File: src/rtl/fetch_pkg.sv
// Shared types and constants for the instruction fetch front end.
//   XLEN             : address/data width of the fetch path
//   DEFAULT_RESET_PC : default first fetch address after reset
//   INSTR_BYTES      : fetch PC stride (one 32-bit instruction)
//   fetch_entry_t    : prefetch FIFO payload {pc, instr}
package fetch_pkg;
    localparam int XLEN = 32;
    localparam logic [XLEN-1:0] DEFAULT_RESET_PC = '0;
    localparam int INSTR_BYTES = 4;

    typedef struct packed {
        logic [XLEN-1:0] pc;
        logic [31:0]     instr;
    } fetch_entry_t;
endpackage

File: src/rtl/fetch_fifo.sv
// Prefetch FIFO holding {pc, instr} entries between the memory response
// port and the decode handshake.
// Ports:
//   clk, rst   : clock, synchronous active-high reset
//   push       : write push_data at the tail
//   push_data  : entry to write
//   pop        : drop the head entry (ignored when empty)
//   flush      : discard all entries; wins over push/pop
//   full/empty : occupancy flags
//   count      : number of valid entries
//   head       : entry at the head (undefined content when empty)
module fetch_fifo
    import fetch_pkg::*;
#(
    parameter int DEPTH = 2
) (
    input  logic                     clk,
    input  logic                     rst,
    input  logic                     push,
    input  fetch_entry_t             push_data,
    input  logic                     pop,
    input  logic                     flush,
    output logic                     full,
    output logic                     empty,
    output logic [$clog2(DEPTH):0]   count,
    output fetch_entry_t             head
);
    localparam int AW = $clog2(DEPTH);

    fetch_entry_t   mem [DEPTH];
    logic [AW-1:0]  rd_ptr;
    logic [AW-1:0]  wr_ptr;
    logic           do_push;
    logic           do_pop;

    assign empty   = (count == '0);
    assign full    = (count == (AW+1)'(DEPTH));
    assign head    = mem[rd_ptr];
    assign do_pop  = pop && !empty;
    // A push into a full FIFO is still legal when the head leaves this cycle.
    assign do_push = push && (!full || do_pop);

    // Pointers wrap naturally because DEPTH is a power of two.
    always_ff @(posedge clk) begin
        if (rst || flush) begin
            rd_ptr <= '0;
            wr_ptr <= '0;
            count  <= '0;
        end else begin
            if (do_push) wr_ptr <= wr_ptr + AW'(1);
            if (do_pop)  rd_ptr <= rd_ptr + AW'(1);
            case ({do_push, do_pop})
                2'b10:   count <= count + (AW+1)'(1);
                2'b01:   count <= count - (AW+1)'(1);
                default: count <= count;
            endcase
        end
    end

    // Storage needs no reset; validity is tracked by count.
    always_ff @(posedge clk) begin
        if (!rst && !flush && do_push) mem[wr_ptr] <= push_data;
    end

    // The fetch credit scheme must never let a push hit a full FIFO.
    always_ff @(posedge clk) begin
        if (!rst && !flush) begin
            assert (!(push && full && !pop));
        end
    end
endmodule

File: src/rtl/instr_fetch_unit.sv
// Instruction fetch front end: owns the fetch PC, issues in-order word
// requests to a variable-latency instruction memory, buffers responses in
// a prefetch FIFO and hands {pc, instruction} to decode via valid/ready.
// A redirect flushes buffered entries and discards in-flight responses.
// Optional feature macro: FETCH_PERF_CNT_EN adds fetched_count and
// discarded_count saturating counters.
// Ports:
//   clk, rst                     : clock, synchronous active-high reset
//   imem_req/addr/gnt            : request channel (addr held while !gnt)
//   imem_rvalid/rdata            : in-order response channel
//   redirect_valid/pc            : new fetch stream (low 2 bits ignored)
//   instr_valid/ready            : decode handshake
//   instruction_out, pc_out      : head entry, zero when empty
//   fetched_count, discarded_count (FETCH_PERF_CNT_EN only)
// XLEN must match fetch_pkg::XLEN (FIFO payload width).
module instr_fetch_unit #(
    parameter int              XLEN       = fetch_pkg::XLEN,
    parameter logic [XLEN-1:0] RESET_PC   = fetch_pkg::DEFAULT_RESET_PC,
    parameter int              FIFO_DEPTH = 2
) (
    input  logic            clk,
    input  logic            rst,
    output logic            imem_req,
    output logic [XLEN-1:0] imem_addr,
    input  logic            imem_gnt,
    input  logic            imem_rvalid,
    input  logic [31:0]     imem_rdata,
    input  logic            redirect_valid,
    input  logic [XLEN-1:0] redirect_pc,
    output logic            instr_valid,
    input  logic            instr_ready,
    output logic [31:0]     instruction_out,
`ifdef FETCH_PERF_CNT_EN
    output logic [XLEN-1:0] pc_out,
    output logic [31:0]     fetched_count,
    output logic [31:0]     discarded_count
`else
    output logic [XLEN-1:0] pc_out
`endif
);
    import fetch_pkg::*;

    localparam int OW = $clog2(FIFO_DEPTH) + 1;

    logic [XLEN-1:0] fetch_pc;
    logic [XLEN-1:0] resp_pc;
    logic [XLEN-1:0] redirect_aligned;
    logic [OW-1:0]   outstanding;
    logic [OW-1:0]   outstanding_nxt;
    logic [OW-1:0]   discard_cnt;
    logic [OW-1:0]   fifo_count;
    logic [OW:0]     in_use;
    logic            fetch_en;
    logic            grant;
    logic            drop_rsp;
    logic            push;
    logic            pop;
    logic            fifo_full;
    logic            fifo_empty;
    fetch_entry_t    push_data;
    fetch_entry_t    head;

    assign redirect_aligned = redirect_pc & ~XLEN'(INSTR_BYTES - 1);

    // Requests in flight plus buffered entries never exceed FIFO_DEPTH, so
    // every response always has a slot. fetch_en keeps the request line low
    // for one cycle after reset releases.
    assign in_use    = {1'b0, outstanding} + {1'b0, fifo_count};
    assign imem_req  = fetch_en && !rst && (in_use < (OW+1)'(FIFO_DEPTH));
    assign imem_addr = fetch_pc;
    assign grant     = imem_req && imem_gnt;

    // Responses belonging to a flushed stream, including one arriving in the
    // redirect cycle itself, are dropped.
    assign drop_rsp  = imem_rvalid && (redirect_valid || discard_cnt != '0);
    assign push      = imem_rvalid && !drop_rsp;
    assign pop       = instr_valid && instr_ready && !redirect_valid;
    assign push_data = '{pc: resp_pc, instr: imem_rdata};

    always_comb begin
        outstanding_nxt = outstanding;
        if (grant && !imem_rvalid)      outstanding_nxt = outstanding + OW'(1);
        else if (!grant && imem_rvalid) outstanding_nxt = outstanding - OW'(1);
    end

    always_ff @(posedge clk) begin
        if (rst) begin
            fetch_en    <= 1'b0;
            fetch_pc    <= RESET_PC;
            resp_pc     <= RESET_PC;
            outstanding <= '0;
            discard_cnt <= '0;
        end else begin
            fetch_en    <= 1'b1;
            outstanding <= outstanding_nxt;
            if (redirect_valid) begin
                fetch_pc    <= redirect_aligned;
                resp_pc     <= redirect_aligned;
                // Everything still in flight after this cycle is stale,
                // including a request granted right now.
                discard_cnt <= outstanding_nxt;
            end else begin
                if (grant) fetch_pc <= fetch_pc + XLEN'(INSTR_BYTES);
                if (push)  resp_pc  <= resp_pc + XLEN'(INSTR_BYTES);
                if (drop_rsp) discard_cnt <= discard_cnt - OW'(1);
            end
        end
    end

    fetch_fifo #(.DEPTH(FIFO_DEPTH)) u_fifo (
        .clk       (clk),
        .rst       (rst),
        .push      (push),
        .push_data (push_data),
        .pop       (pop),
        .flush     (redirect_valid),
        .full      (fifo_full),
        .empty     (fifo_empty),
        .count     (fifo_count),
        .head      (head)
    );

    assign instr_valid     = !fifo_empty && !rst;
    assign instruction_out = instr_valid ? head.instr : '0;
    assign pc_out          = instr_valid ? head.pc    : '0;

`ifdef FETCH_PERF_CNT_EN
    logic [OW:0]  disc_inc;
    logic [32:0]  disc_sum;

    assign disc_inc = {{OW{1'b0}}, drop_rsp}
                    + (redirect_valid ? {1'b0, fifo_count} : '0);
    assign disc_sum = {1'b0, discarded_count} + 33'(disc_inc);

    always_ff @(posedge clk) begin
        if (rst) begin
            fetched_count   <= '0;
            discarded_count <= '0;
        end else begin
            if (pop && fetched_count != '1) fetched_count <= fetched_count + 32'd1;
            discarded_count <= disc_sum[32] ? '1 : disc_sum[31:0];
        end
    end
`endif

    logic unused_full;
    assign unused_full = fifo_full;
endmodule
File: config.mk
export PLATFORM = sky130hd
export DESIGN_NAME = instr_fetch_unit
export DESIGN_NICKNAME = d
export VERILOG_FILES = /design/src/rtl/fetch_pkg.sv /design/src/rtl/fetch_fifo.sv /design/src/rtl/instr_fetch_unit.sv
export SDC_FILE = /design/constraint.sdc
export NUM_CORES = 1
export LEC_CHECK = 0
export CAP_MARGIN = 30
export CORE_MARGIN = 2
export CORE_UTILIZATION = 52
export CTS_CLUSTER_DIAMETER = 40
export DETAILED_ROUTE_END_ITERATION = 10
export PLACE_DENSITY = 0.77
export SLEW_MARGIN = 0
export SYNTH_ARGS = -nofsm -noshare
export SYNTH_HDL_FRONTEND = slang
export SYNTH_SLANG_ARGS = --single-unit
File: constraint.sdc
create_clock -name clk -period 7.1 [get_ports clk]
set_input_delay 2.13 -clock clk [delete_from_list [all_inputs] [get_ports clk]]
set_output_delay 2.13 -clock clk [all_outputs]
set_load 0.01 [all_outputs]
==> results of run 1 <==
## synthesized netlist by cell type, types with 3 or more instances
library cell / number / share of area (%)
nor4b_1: 3 / 0.31
buf_4: 5 / 0.44
xnor2_1: 13 / 1.3
clkbuf_1: 32 / 1.4
edfxtp_1: 124 / 43
a211oi_1: 20 / 1.8
o21ai_0: 24 / 1.4
o31ai_1: 15 / 1.3
a21boi_0: 19 / 1.7
dfxtp_1: 70 / 16
and3_1: 11 / 0.80
a31oi_1: 17 / 1.2
nor4_1: 16 / 1.2
buf_1: 7 / 0.31
nor2_1: 80 / 3.5
nand2_1: 34 / 1.5
o31a_1: 3 / 0.31
xor2_1: 11 / 1.1
o21a_1: 25 / 2.2
or3_1: 10 / 0.73
mux2i_1: 65 / 7.6
and4_1: 10 / 1.0
ha_1: 3 / 0.44
or4_1: 11 / 0.96
nand4_1: 22 / 1.6
inv_1: 9 / 0.39
nand3_1: 25 / 1.5
a21oi_1: 4 / 0.23
nor3_1: 26 / 1.5
## final timing paths
kind | startpoint | to | slack [ns] | cells after the start
hold / removal | resp_pc[31] | u_fifo.mem[1][63] | 0.50 | 0
hold reg to reg | resp_pc[31] | u_fifo.mem[1][63] | 0.50 | 0
setup / recovery | rst | instruction_out[27] | 0.85 | 6
setup reg to reg | u_fifo.count[0] | imem_addr[21] | 4.19 | 7
## worst max-delay path, cell delays in order
cell,delay [ns]
clkdlybuf4s50_1,0.62
clkinv_1,0.19
o21ai_4,0.33
buf_12,0.27
nor2_1,0.08
clkdlybuf4s50_1,0.48
## power by group
part | leakage [nW] | total [mW] | internal, mW | switching [mW]
Sequential | 1.72 | 1.29 | 1.24 | 0.0472
Clock | 0.262 | 0.900 | 0.514 | 0.386
Combinational | 1.47 | 0.223 | 0.115 | 0.108
Total | 3.45 | 2.41 | 1.87 | 0.541
## layout by cell type, fill, tap and decap left out, types with 4 or more instances in the layout
cell             Yosys  routed
a21boi_0            19      19
a31oi_1             17      17
inv_1                9       8
nor2_1              80      79
conb_1               1       4
nor3_1              26      26
clkdlybuf4s50_1      0     161
a21oi_1              4       4
a211oi_1            20      20
xor2_1              11      11
and4_1              10      10
clkbuf_16            0      17
nand2_1             34      34
xnor2_1             13      13
nand3_1             25      25
and3_1              11      10
buf_4                5       5
o21ai_0             24      24
o31ai_1             15      15
dfxtp_1             70      69
nor4_1              16      16
mux2i_1             65      65
or4_1               11      11
or3_1               10      10
nand4_1             22      22
clkbuf_1            32       4
edfxtp_1           124     124
o21a_1              25      25
## stage by stage
| stage | instances | hold WS [ns] | cell area [µm²] | power [mW] |
|---|---|---|---|---|
| floorplan | 741 | 0.448 | 8590 | 1.42 |
| global placement | 1077 | 0.464 | 10300 | 1.52 |
| detailed placement | 1079 | 0.482 | 10400 | 1.53 |
| CTS | 1111 | 0.497 | 10900 | 2.43 |
| global route | 1111 | 0.530 | 10900 | 2.50 |
| finish | 1111 | 0.498 | 10900 | 2.41 |
## layout make-up
| class | instances | share of cell area [%] |
|---|---|---|
| timing repair buffer | 169 | 15.5 |
| tap | 216 | 2.47 |
| multi-input combinational | 489 | 29.6 |
| sequential | 194 | 46.9 |
| inverter | 11 | 0.424 |
| clock buffer | 21 | 4.03 |
| clock inverter | 11 | 1.04 |
## flip-flops by register name (all words and copies together), names as in the netlist, named ones only
| name | count |
|---|---|
| resp_pc | 30 |
| u_fifo.wr_ptr | 1 |
| imem_addr | 30 |
| u_fifo.rd_ptr | 1 |
| u_fifo.mem | 124 |
| discard_cnt | 2 |
| fetch_en | 1 |
| outstanding | 2 |
| u_fifo.count | 2 |
## layer usage
layer | vias up | wire length, µm | GRT usage, %
met1 | 3040 | 8320 | 29.9
met2 | 347 | 9110 | 36.0
met5 | - | 0 | 0
met4 | 0 | 436 | 7.95
li1 | 3089 | - | -
met3 | 40 | 1670 | 4.79
## logic make-up (layout without fill, tap and decap cells)
logic type / after synthesis / in the layout
AND/OR/NAND/NOR: 255 / 255
adder cells (fa/ha/maj): 4 / 4
AO/OA/AOI/OAI: 137 / 137
other: 1 / 4
buffers and inverters: 58 / 212
multiplexers: 65 / 65
XOR/XNOR: 24 / 24
flip-flops: 194 / 194
==> run metrics, run 1 <==
wire per inst=17.6 µm; crit path DAT=4.12 ns; number of routed nets with antenna violations=0; Setup TNS Final=0 ns; vias per inst=5.86; Crit path required time=4.97 ns; CTS resizes=0; DP Wirelength=13500 µm; mux cell area share after synthesis=7.59%; Pwr Density=221 nW/µm²; worst-skew pair later-pin latency=0.43 ns; GRT Residual Overflow=0; Slew Limit Fails=0; Die Y=132 µm; Clock Sinks=194; vias in the first global route=slightly above 6000; initial core utilization=53.6%; CTS Buf Count=17; largest family of logic cells by synthesized area=simple AND/OR/NAND/NOR gates; Synth Area in XOR/XNOR=2.45%; I/O pin cnt=between 150 and 200; crit path max fanout=32; worst-case clock buffer depth=2; area of the multi-input gates=3230 µm²; die area=17500 µm²; critical path class=input port to output pin; share of layout cells above drive strength 1=5.03%; Distinct cells, synth=between 40 and 50; CTS tree=built; Post-CTS Setup Inserts=0; Peak Freq=between 150 and 200 MHz; EDFF count, synth=124; mapped cell area=~8600 µm²; Critical Path Sink Type=output pin; Fill cells=1225; drc violations=0; sequential share of the synthesized area=between 50 and 60%; synth warn=0; port buffer count=161; simple-gate share of the synthesized area=15.4%; asr flop ratio synth=0%; register clock-pin slew on the reported worst setup and hold paths=0.06 ns; Final Cycle Share=88.0%; slew at the pin with the worst max-slew slack=0.900 ns; Max-slew headroom=between 30% and 40%; Global Route Usage Sum=22.3%; synthesis-stage register bit count=194; crit path time final=6.25 ns; Peak VDD IR=0.192 mV; Via Count=6516; register area=5130 µm²; HP Class=flop to flop; root buf cell=clkbuf_16; CP Launch Type=input port; area share of fa/ha/maj cells after synthesis=0.671%; Post-CTS Hold Buffers=0; Mean Syn Cell Area=11.6 µm²; status=complete, no violations; Worst Clk Skew=0.00970 ns; Setup-failing EPs final=0; post-route core utilization=68.3%; core area=16000 µm²; hold violation count in the final report=0; row cnt=46; Die W=approximately 130 µm; area growth from synthesis to layout=27.4%; drt first pass iters=5; most common flop cell mapped by yosys=edfxtp_1; # nets final=956; largest net degree at the start of global routing=63; Max Cap Viol=0; DRT iter0 DRCs=464; # H-tree levels=4; diode count=0; Mapped Cells=approximately 740; complex-gate fraction of the synthesized area=11.1%; global-route wire length before repair=30900 µm; unrepaired setup endpoints after global routing=false; initial antenna violation count=0; pre-CTS WS=0.841 ns; final worst slack=between 0.8 and 0.9 ns; DRT Wirelength=19500 µm; LEAKAGE=3.45 nW; GP Congestion=0.886
Power figures use the tool's default switching activity.
==> run 2: changes to the inputs <==
PLACE_DENSITY = 0.8   (was 0.77)
==> run metrics, run 2 (synthesis results as in run 1) <==
status=complete, no violations; initial core utilization=53.6%; GRT busiest layer=met2; Via Count=6515; Global Route Usage Sum=22.2%; crit path time final=6.21 ns; M1 GR Usage=30.0%; Pwr Density=220 nW/µm²; DRT Wirelength=19400 µm; Post-CTS Setup Inserts=0; met3 Usage GRT=4.64%; number of routed nets with antenna violations=0; Fill cells=1188; I/O pin cnt=168; DP Cell Count=1079; Setup-failing EPs final=0; die area=17500 µm²; Final Cycle Share=87.5%; HP Class=flop to flop; crit path DAT=about 4.1 ns; Net Sw Frac=a little under a quarter; DP Wirelength=13600 µm; M2 GR Usage=35.5%; diode count=0; Placed Area=10400 µm²; row cnt=46; internal power=1.84 mW; Setup TNS Final=0 ns; Die W=132 µm; slew at the pin with the worst max-slew slack=between 0.8 and 0.9 ns; Peak Freq=161 MHz; share of layout cells above drive strength 1=5.59%; root buf cell=clkbuf_16; wire per inst=17.5 µm; Max-slew headroom=41.8%; # H-tree levels=4; post-route core utilization=68.4%; drc violations=0; CTS tree=built; GRT Residual Overflow=0; Clock Sinks=194; hold violation count in the final report=0; Layout Cells excl Fill=1111; Max Cap Viol=0; largest net degree at the start of global routing=46; Die Y=around 130 µm; area growth from synthesis to layout=27.6%; Finished Cell Area=10900 µm²; Post-CTS Hold Buffers=0; Crit path required time=4.97 ns; clock share of power=37.2%; global-route wire length before repair=30900 µm; Seq pwr share=53.6%; core area=16000 µm²; critical path class=input port to output pin; CTS resizes=0; port buffer count=161; register clock-pin slew on the reported worst setup and hold paths=0.06 ns; drt first pass iters=6; crit path max fanout=34; LEAKAGE=between 3 and 4 nW; Peak VDD IR=between 0.15 and 0.2 mV; GP Congestion=0.949; Slew Limit Fails=0; DRT iter0 DRCs=560; worst-case clock buffer depth=2; CP Launch Type=input port; sw power=0.562 mW; commonest cells after routing, fill and taps aside=clkdlybuf4s50_1, edfxtp_1, nor2_1; CTS Buf Count=17; worst-skew pair later-pin latency=0.43 ns; most common cell after layout, fill and taps aside=clkdlybuf4s50_1; unrepaired setup endpoints after global routing=false; initial antenna violation count=0; Worst Clk Skew=0.0121 ns; Top reg by flops=u_fifo.mem; Critical Path Sink Type=output pin; max reg flops=124; vias per inst=5.86; # nets final=around 960; Comb pwr share=a little under a tenth; vias in the first global route=6137
[run 2: power groups by stage]
stage               Clock, mW  Combinational, mW  Sequential (mW)
finish                  0.896              0.221             1.29
detailed placement          0              0.220             1.31
CTS                     0.910              0.222             1.29
global placement            0              0.212             1.31
floorplan                   0              0.113             1.30
global route            0.958              0.241             1.30
[run 2: final timing paths]
| kind | to | slack, ns | from | depth (start not counted) |
|---|---|---|---|---|
| worst max-delay path | instruction_out[14] | 0.89 | rst | 6 |
| worst min-delay path | u_fifo.mem[1][63] | 0.49 | resp_pc[31] | 0 |
| worst max register to register | imem_addr[17] | 4.15 | u_fifo.count[0] | 7 |
| worst min register to register | u_fifo.mem[1][63] | 0.49 | resp_pc[31] | 0 |
[run 2: critical path, cell delays in order]
cell and delay, ns:
clkdlybuf4s50_1 0.59, clkinv_1 0.17, o21ai_4 0.34, buf_12 0.27
nor2_1 0.07, clkdlybuf4s50_1 0.49
[run 2: stage by stage]
step / setup slack, ns / power, mW / hold WS (ns)
2_1_floorplan: 1.24 / 1.42 / 0.448
3_3_place_gp: 0.894 / 1.52 / 0.460
3_5_place_dp: 0.858 / 1.53 / 0.470
4_1_cts: 0.855 / 2.42 / 0.490
5_1_grt: 0.767 / 2.49 / 0.504
6_report: 0.887 / 2.41 / 0.487
[run 2: final cells by class]
class	count	area [µm²]	area share, %
Multi-Input combinational cell	489	3230	29.5
Inverter	11	46.3	0.423
Clock inverter	15	134	1.22
Tap cell	216	270	2.47
Clock buffer	17	425	3.89
Sequential cell	194	5130	46.9
Timing Repair Buffer	169	1710	15.6
[run 2: per-layer routing]
layer	vias up	part of all wire (%)
met1	3054	43
met5	-	0
met3	43	7.6
met4	0	2.0
li1	3094	-
met2	324	47
